### src/rtl/strip_alloc_write.sv
// First-fit strip allocator: searches open strips one per cycle for a matching height class
// with spare width, opens a new strip when none fits, and rejects (strikes) when the canvas is full.
module strip_alloc_write #(
  parameter int NUM_STRIPS  = 14,
  parameter int STRIP_WIDTH = 128,
  parameter int CANVAS_H    = 128,
  parameter int CLASS_STEP  = 4
) (
  input  logic       clk,
  input  logic       rst,
  input  logic       flush,
  input  logic       in_valid,
  output logic       in_ready,
  input  logic [4:0] height_in,
  input  logic [4:0] width_in,
  output logic       out_valid,
  output logic [3:0] strip_id_out,
  output logic [7:0] occupied_width_out,
  output logic [7:0] base_y_out,
  output logic       strike_flag_out,
  output logic [3:0] strike_out
);

  localparam int CNT_W = $clog2(NUM_STRIPS + 1);

  typedef enum logic [1:0] {IDLE, SEARCH, WRITE} state_t;
  typedef enum logic [1:0] {DEC_HIT, DEC_OPEN, DEC_STRIKE} dec_t;

  function automatic logic [5:0] class_of(input logic [4:0] h);
    logic [5:0] t;
    t = ((6'(h) + 6'(CLASS_STEP - 1)) / 6'(CLASS_STEP)) * 6'(CLASS_STEP);
    return t;
  endfunction

  function automatic logic [3:0] sat_inc(input logic [3:0] c);
    return (c == 4'hF) ? c : c + 4'd1;
  endfunction

  state_t           state_q;
  dec_t             dec_q;
  logic [CNT_W-1:0] idx_q;
  logic [CNT_W-1:0] num_open_q;
  logic [7:0]       used_h_q;
  logic [3:0]       strike_q;

  logic [7:0]       occ_q  [NUM_STRIPS];
  logic [5:0]       cls_q  [NUM_STRIPS];
  logic [7:0]       base_q [NUM_STRIPS];

  logic [4:0]       h_q;
  logic [4:0]       w_q;
  logic [5:0]       cls_h_q;

  logic             out_valid_q;
  logic [3:0]       id_out_q;
  logic [7:0]       occ_out_q;
  logic [7:0]       base_out_q;
  logic             flag_q;

  logic [7:0]       cur_occ;
  logic [5:0]       cur_cls;
  logic [7:0]       cur_base;
  logic [7:0]       hit_occ;
  logic             fit_w;
  logic             fit_h;
  logic             at_end;
  logic             illegal;

  always_comb begin
    cur_occ  = '0;
    cur_cls  = '0;
    cur_base = '0;
    for (int i = 0; i < NUM_STRIPS; i++) begin
      if (idx_q == CNT_W'(i)) begin
        cur_occ  = occ_q[i];
        cur_cls  = cls_q[i];
        cur_base = base_q[i];
      end
    end
  end

  // Fit checks are done one bit wider so a full strip/canvas cannot wrap around.
  assign hit_occ = cur_occ + 8'(w_q);
  assign fit_w   = ({1'b0, cur_occ} + 9'(w_q)) <= 9'(STRIP_WIDTH);
  assign fit_h   = ({1'b0, used_h_q} + 9'(cls_h_q)) <= 9'(CANVAS_H);
  assign at_end  = (idx_q == num_open_q);
  assign illegal = (h_q == 5'd0) || (w_q == 5'd0);

  assign in_ready = (state_q == IDLE) && !flush;

  always_ff @(posedge clk) begin
    if (state_q == IDLE && in_valid && !flush) begin
      h_q     <= height_in;
      w_q     <= width_in;
      cls_h_q <= class_of(height_in);
    end
  end

  always_ff @(posedge clk or posedge rst) begin
    if (rst) begin
      state_q     <= IDLE;
      dec_q       <= DEC_HIT;
      idx_q       <= '0;
      num_open_q  <= '0;
      used_h_q    <= '0;
      strike_q    <= '0;
      out_valid_q <= 1'b0;
      id_out_q    <= '0;
      occ_out_q   <= '0;
      base_out_q  <= '0;
      flag_q      <= 1'b0;
      for (int i = 0; i < NUM_STRIPS; i++) begin
        occ_q[i]  <= '0;
        cls_q[i]  <= '0;
        base_q[i] <= '0;
      end
    end else if (flush) begin
      // New frame: drop the table and any in-flight program, keep the reject count and result fields.
      state_q     <= IDLE;
      idx_q       <= '0;
      num_open_q  <= '0;
      used_h_q    <= '0;
      out_valid_q <= 1'b0;
      for (int i = 0; i < NUM_STRIPS; i++) begin
        occ_q[i]  <= '0;
        cls_q[i]  <= '0;
        base_q[i] <= '0;
      end
    end else begin
      out_valid_q <= 1'b0;
      case (state_q)
        IDLE: begin
          if (in_valid) begin
            idx_q   <= '0;
            state_q <= SEARCH;
          end
        end
        SEARCH: begin
          if (illegal) begin
            dec_q   <= DEC_STRIKE;
            state_q <= WRITE;
          end else if (!at_end) begin
            if (cur_cls == cls_h_q && fit_w) begin
              dec_q   <= DEC_HIT;
              state_q <= WRITE;
            end else begin
              idx_q <= idx_q + CNT_W'(1);
            end
          end else if (num_open_q < CNT_W'(NUM_STRIPS) && fit_h) begin
            dec_q   <= DEC_OPEN;
            state_q <= WRITE;
          end else begin
            dec_q   <= DEC_STRIKE;
            state_q <= WRITE;
          end
        end
        WRITE: begin
          state_q     <= IDLE;
          out_valid_q <= 1'b1;
          case (dec_q)
            DEC_HIT: begin
              for (int i = 0; i < NUM_STRIPS; i++) begin
                if (idx_q == CNT_W'(i)) occ_q[i] <= hit_occ;
              end
              id_out_q   <= 4'(idx_q);
              occ_out_q  <= hit_occ;
              base_out_q <= cur_base;
              flag_q     <= 1'b0;
            end
            DEC_OPEN: begin
              // On an open the search stopped at idx == num_open, so idx names the new strip.
              for (int i = 0; i < NUM_STRIPS; i++) begin
                if (idx_q == CNT_W'(i)) begin
                  occ_q[i]  <= 8'(w_q);
                  cls_q[i]  <= cls_h_q;
                  base_q[i] <= used_h_q;
                end
              end
              used_h_q   <= used_h_q + 8'(cls_h_q);
              num_open_q <= num_open_q + CNT_W'(1);
              id_out_q   <= 4'(idx_q);
              occ_out_q  <= 8'(w_q);
              base_out_q <= used_h_q;
              flag_q     <= 1'b0;
            end
            default: begin
              strike_q   <= sat_inc(strike_q);
              id_out_q   <= '0;
              occ_out_q  <= '0;
              base_out_q <= '0;
              flag_q     <= 1'b1;
            end
          endcase
        end
        default: state_q <= IDLE;
      endcase
    end
  end

  assign out_valid          = out_valid_q;
  assign strip_id_out       = id_out_q;
  assign occupied_width_out = occ_out_q;
  assign base_y_out         = base_out_q;
  assign strike_flag_out    = flag_q;
  assign strike_out         = strike_q;

endmodule
### config.mk
export PLATFORM = sky130hd
export DESIGN_NAME = strip_alloc_write
export DESIGN_NICKNAME = d
export VERILOG_FILES = /design/src/rtl/strip_alloc_write.sv
export SDC_FILE = /design/constraint.sdc
export NUM_CORES = 1
export LEC_CHECK = 0
export ABC_CLOCK_PERIOD_IN_PS = 24400
export CAP_MARGIN = 20
export CORE_MARGIN = 5
export CORE_UTILIZATION = 39
export CTS_CLUSTER_DIAMETER = 60
export DETAILED_ROUTE_END_ITERATION = 6
export PLACE_DENSITY = 0.64
export SYNTH_ARGS = -nofsm -noshare
export SYNTH_HDL_FRONTEND = slang
export SYNTH_SLANG_ARGS = --single-unit
export TNS_END_PERCENT = 100
### constraint.sdc
create_clock -name clk -period 24.4 [get_ports clk]
set_input_delay 2.44 -clock clk [delete_from_list [all_inputs] [get_ports clk]]
set_output_delay 2.44 -clock clk [all_outputs]
set_load 0.005 [all_outputs]
==> results of run 1 <==
## Yosys cell counts (19+ instances only)
| library cell | number |
|---|---|
| dfrtp_1 | 309 |
| o21ai_0 | 263 |
| nand2_1 | 248 |
| clkbuf_1 | 101 |
| nand3b_1 | 90 |
| a21oi_1 | 74 |
| nor2_1 | 71 |
| mux2_2 | 29 |
| nand2b_1 | 29 |
| o211ai_1 | 26 |
| a221o_1 | 22 |
| a22oi_1 | 22 |
| inv_1 | 22 |
| a31oi_1 | 21 |
| a221oi_1 | 19 |
## per-stage QoR
stage / hold slack [ns] / worst slack (ns)
finish: 0.474 / 17.79
global route: 0.504 / 17.35
CTS: 0.476 / 17.83
detailed placement: 0.463 / 17.85
global placement: 0.457 / 17.95
floorplan: 0.441 / 13.42
## cells in the final DEF (no fill, tap or decap), drive strengths merged, types with 21 or more instances in the layout
master	synthesis	layout
nor2	72	72
o211ai	27	27
a21oi	75	75
o21ai	265	265
a22oi	23	23
mux2	29	29
buf	39	37
nand2	248	248
nand3b	91	91
dfrtp	309	309
nand2b	29	29
inv	23	26
clkbuf	101	55
clkdlybuf4s50	0	39
a221o	22	22
a31oi	21	21
## final cells by class
cell class	instances	area [um2]	share of cell area (%)
sequential	323	8150	45.7
multi-input combinational	1167	7060	39.6
clock buffer	55	1130	6.32
timing repair buffer	76	688	3.86
tap	532	666	3.73
inverter	23	93.8	0.526
clock inverter	9	61.3	0.343
## state kept, by name, summed over array words and instances, names as in the netlist, 5 cells and up
name and flops:
base_y_out 7, used_h_q 6, occupied_width_out 8, w_q 5, base_q 98, occ_q 112, h_q 5, cls_q 56
## path summary, 6_finish.rpt
| check | startpoint | endpoint | slack (ns) | cells after the start |
|---|---|---|---|---|
| worst min register to register | cls_q[9] | cls_q[9] | 0.47 | 2 |
| max in group asynchronous | rst | base_q[44] | 20.45 | 3 |
| worst min-delay path | cls_q[9] | cls_q[9] | 0.47 | 2 |
| min in group asynchronous | rst | strike_out[3] | 2.43 | 2 |
| worst max register to register | idx_q[1] | idx_q[2] | 17.79 | 23 |
| worst max-delay path | idx_q[1] | idx_q[2] | 17.79 | 23 |
## logic make-up after synthesis
| family | after synthesis |
|---|---|
| AO/OA/AOI/OAI | 556 |
| XOR/XNOR | 24 |
| adder cells (fa/ha/maj) | 17 |
| buffers and inverters | 163 |
| flip-flops | 323 |
| multiplexers | 31 |
| AND/OR/NAND/NOR | 539 |
## where the power goes
part           switching [W]  leakage, nW  internal, W
registers          0.0000268         4.35     0.000573
clock network       0.000225        0.588     0.000321
logic              0.0000754         2.47    0.0000575
## metal layers
layer	vias to the layer above	share of wire [%]	track usage (%)	wire length [um]
met5	-	0	0	0
met4	0	2.2	4.79	1010
met3	85	6.7	2.92	3040
met2	476	46	31.8	20900
met1	6451	45	29.5	20500
li1	5918	-	-	-
## worst max-delay path: cells and delay by family, from the launching register on
kind / cells / cell delay (ns)
AOI/OAI and AO/OA: 11 / 2.32
and+or+nand+nor: 5 / 2.13
adders and majority gates: 3 / 0.78
buffers and inverters: 3 / 0.66
DFF: 1 / 0.43
xor gates and xnor gates: 1 / 0.17
==> flow_summary.toml, run 1 <==
[cts]
htree_levels = 2
clk_latency_ns = 0.54
cts_buffers = 37
cts.repair.resized = 0
cts_tree = "done"
clockBufferDepth = 3
cts_setup_buffers = 0
clk_pin_slew_worst_paths_ns = 0.06
cts_root_buffer = "clkbuf_16"
clock-sinks = 323
cts_hold_buf = 0

[global_route]
grt_pass1_wl_um = 72500
globalRouteTotalUtil_pct = 20.1
grt.overflow.total = 0
grt_max_degree = 106
antenna_found_initial = 0
first_global_vias = 12530

[drt]
drcViolationCount = 0
vias_per_cell = 5.92
wl_per_cell_um = 20.8
vias = 12930
drt-total-wl_um = 45400
first_pass_iters = 6
drt_iter0_drc = 1365
final_antenna_net_count = 0

[logic_synthesis]
yosys.area.top_type_share_pct = 48.5
synth_warnings = 0
avgSynthCellArea_um2 = 9.65
syn-num-nets = 1684
synth_top_family_by_area = "compound AO/OA/AOI/OAI gates"
synth_compound_area_share_pct = 22.1
synth_seq_cells = 323
post-synth-top-area-cell = "dfrtp_1"
synth_area_um2 = 16000
synth-simple-area-share_pct = 17.1
synthFlopType = "dfrtp_1"
synthTopCellsByArea = "dfrtp_1, o21ai_0, nand2_1"
async_flop_share_pct = 95.7
synth_mux_area_share_pct = 2.17
synthCells = 1653
synth_cell_types = 87
synth-adder-area-share_pct = 1.43
synth_xor_area_share_pct = 1.32
synth_edf_count = 14
yosysSeqAreaShare_pct = 51.1

[sta]
tightest_slew_ns = 0.977
hold_viol = 0
rsz0062_at_grt = "false"
fin_skew_ns = 0.0257
fin_setup_tns_ns = 0
slew_headroom_pct = 34.6
setup_viol = 0
period_needed_ns = 6.61
drv_slew = 0
period_share_pct = 27.1
fmax_mhz = 151

[power_and_ir_drop]
max-vdd-ir-drop_v = 0.0000382
p_per_area_nw_per_um2 = 71.6
leakage_nw = 7.40
total_power_w = 0.00128

[placed_design]
dp_cells = 2120
place_area_um2 = 16600
place_hpwl_um = 30400
io_buffers = 40
routabilityCongestion = 0.863

[layout]
final_nets = 1659
postLayoutCellArea_um2 = 17900
drive_gt1_share_pct = 9.07
final_util_pct = 43.9
instances_no_fill = 2185
fill_cells = 3834
syn2layout_area_growth_pct = 11.9
n_antenna_cell = 0

[worst_hold_path]
hp-class = "reg -> reg"

[worst_setup_path]
crit_chain = "inv_1 -> ha_2 -> buf_4 -> nor3b_2 -> a221o_1 -> o211ai_1 -> a311oi_1 -> a21oi_1 -> o21ai_0 -> o211ai_1 -> a31oi_1 -> ha_1 -> inv_1 -> fa_1 -> nand2b_1 -> a21oi_1 -> xnor2_1 -> or3_1 -> o211ai_1 -> nand4_1 -> or4_1 -> a32o_1 -> o211ai_1"
critPathMaxFanout = 48
slowest_delay_ns = 0.88
path_common_cell = "o211ai_1"
crit_path_start_kind = "flop"
slowest_stage = "nor3b_2"
crit_required_ns = 24.85
cp.arrival_ns = 7.06
critPathCaptureType = "flop"
setup.worst_path.class = "reg -> reg"

[floorplan]
fp.coreArea_um2 = 40600
start_util_pct = 39.3
die_x_um = 212
fp.dieH_um = 212
row_count = 74
die_area_um2 = 45100
boundaryPins = 41

[status]
outcome = "finished clean"

[run]
cap_violations = 0
Power figures use the tool's default switching activity.
==> run 2: changes to the inputs <==
--- a/config.mk
+++ b/config.mk
@@ -5,13 +5,13 @@
 export SDC_FILE = /design/constraint.sdc
 export NUM_CORES = 1
 export LEC_CHECK = 0
-export ABC_CLOCK_PERIOD_IN_PS = 24400
+export ABC_CLOCK_PERIOD_IN_PS = 5900
 export CAP_MARGIN = 20
 export CORE_MARGIN = 5
 export CORE_UTILIZATION = 39
 export CTS_CLUSTER_DIAMETER = 60
 export DETAILED_ROUTE_END_ITERATION = 6
-export PLACE_DENSITY = 0.64
+export PLACE_DENSITY = 0.66
 export SYNTH_ARGS = -nofsm -noshare
 export SYNTH_HDL_FRONTEND = slang
 export SYNTH_SLANG_ARGS = --single-unit
==> constraint.sdc (replaced) <==
create_clock -name clk -period 5.9 [get_ports clk]
set_input_delay 0.59 -clock clk [delete_from_list [all_inputs] [get_ports clk]]
set_output_delay 0.59 -clock clk [all_outputs]
set_load 0.005 [all_outputs]
==> flow_summary.toml, run 2 (synthesized netlist as in run 1, its figures left out) <==
[global_route]
grt_max_degree = 180
grt_pass1_wl_um = 72900
globalRouteTotalUtil_pct = 20.3
antenna_found_initial = 0
grt.overflow.total = 0
first_global_vias = 12417

[worst_setup_path]
crit_required_ns = 6.33
critPathMaxFanout = 14
crit_path_start_kind = "flop"
setup.worst_path.class = "reg -> reg"
critPathCaptureType = "flop"
cp.arrival_ns = 6.07

[layout]
n_antenna_cell = 0
biggestRegsByFlops = "occ_q (112), base_q (98), cls_q (56)"
syn2layout_area_growth_pct = 12.0
fill_cells = 3814
final_nets = 1677
instances_no_fill = 2200
final_util_pct = 44.0
multi_input_area_um2 = 7070
drive_gt1_share_pct = 9.83
final_common_cell = "dfrtp_1"
final_cell_mix = "dfrtp_1, o21ai_0, nand2_1"
top_register = "occ_q"
largest_reg_flops = 112
ff_latch_area_um2 = 8150

[drt]
vias_per_cell = 5.90
final_antenna_net_count = 0
vias = 12981
first_pass_iters = 5
drt-total-wl_um = 46300
wl_per_cell_um = 21.1
drcViolationCount = 0
drt_iter0_drc = 1247

[cts]
cts_root_buffer = "clkbuf_16"
cts_setup_buffers = 0
cts_buffers = 35
cts_tree = "done"
cts.repair.resized = 0
clk_latency_ns = 0.53
htree_levels = 2
clock-sinks = 323
clockBufferDepth = 3
clk_pin_slew_worst_paths_ns = 0.06
cts_hold_buf = 0

[placed_design]
io_buffers = 40
routabilityCongestion = 0.917
place_hpwl_um = 31700
dp_cells = 2141

[sta]
slew_headroom_pct = 22.0
tightest_slew_ns = 1.17
hold_viol = 0
fmax_mhz = 177
rsz0062_at_grt = "false"
period_needed_ns = 5.64
period_share_pct = 95.6
setup_viol = 0
fin_setup_tns_ns = 0
drv_slew = 0
fin_skew_ns = 0.0196

[floorplan]
die_area_um2 = 45100
boundaryPins = 41
row_count = 74
start_util_pct = 39.3
fp.coreArea_um2 = 40600
fp.dieH_um = 212
die_x_um = 212

[power_and_ir_drop]
max-vdd-ir-drop_v = 0.000183
leakage_nw = 7.43
p_per_area_nw_per_um2 = 286
total_power_w = 0.00511

[status]
outcome = "finished clean"

[run]
cap_violations = 0

[worst_hold_path]
hp-class = "in -> async"
## run 2: cell types whose count changed in the layout (fill, tap and decap cells not counted), sizes merged
cell	before	now
buf	37	57
clkinvlp	1	2
inv	26	22
clkinv	5	7
clkbuf	55	51
## run 2: power breakdown
part           total (W)  leakage (nW)  internal (W)  switching [W]
combinational   0.000554          2.56      0.000238       0.000317
clock            0.00207         0.524       0.00119       0.000876
sequential       0.00249          4.35       0.00237       0.000119
total            0.00511          7.43       0.00380        0.00131
## run 2: through the flow
stage / hold WS [ns] / area, um2 / setup slack (ns)
2_1_floorplan: 0.441 / 16000 / 0.411
3_5_place_dp: 0.466 / 16800 / 0.386
5_1_grt: 0.438 / 17900 / 0.0475
6_report: 0.409 / 17900 / 0.259
4_1_cts: 0.411 / 17900 / 0.351
3_3_place_gp: 0.459 / 16800 / 0.525
## run 2: cell type report
class,instances,share of cell area [%]
clock buffer,51,5.70
clock inverter,8,0.238
inverter,23,0.504
multi-input combinational,1167,39.5
sequential,323,45.6
tap,532,3.72
timing repair buffer,96,4.72
## run 2: routing by layer
layer	vias up	GRT usage (%)	routed length (um)
li1	5939	-	-
met1	6509	30.1	21100
met2	452	31.1	21000
met3	81	2.76	2820
met4	0	6.73	1340
met5	-	0	0
## run 2: worst max-delay path, stage by stage, from the launching register on
cell and delay, ns:
dfrtp_1 0.42, inv_1 0.19, ha_1 0.24, nor4b_4 0.24
buf_4 0.27, a221o_1 0.17, o211ai_1 0.09, a311oi_1 0.29
a21oi_1 0.11, o21ai_1 0.22, o211ai_1 0.14, nand3_1 0.14
o221ai_1 0.16, fa_1 0.47, nand2b_1 0.17, a21oi_1 0.21
xnor2_1 0.16, or3_1 0.37, o211ai_1 0.18, nand4_1 0.18
or4_1 0.58, a32o_1 0.32, o211ai_1 0.21
## run 2: path summary, 6_finish.rpt
path / from / endpoint / slack (ns) / depth (start not counted)
max: idx_q[1] / idx_q[2] / 0.26 / 22
min: rst / strike_out[0] / 0.41 / 2
max reg2reg: idx_q[1] / idx_q[2] / 0.26 / 22
min reg2reg: base_q[39] / base_q[39] / 0.47 / 2
max in group asynchronous: rst / base_q[62] / 4.10 / 3
min in group clk: base_q[39] / base_q[39] / 0.47 / 2
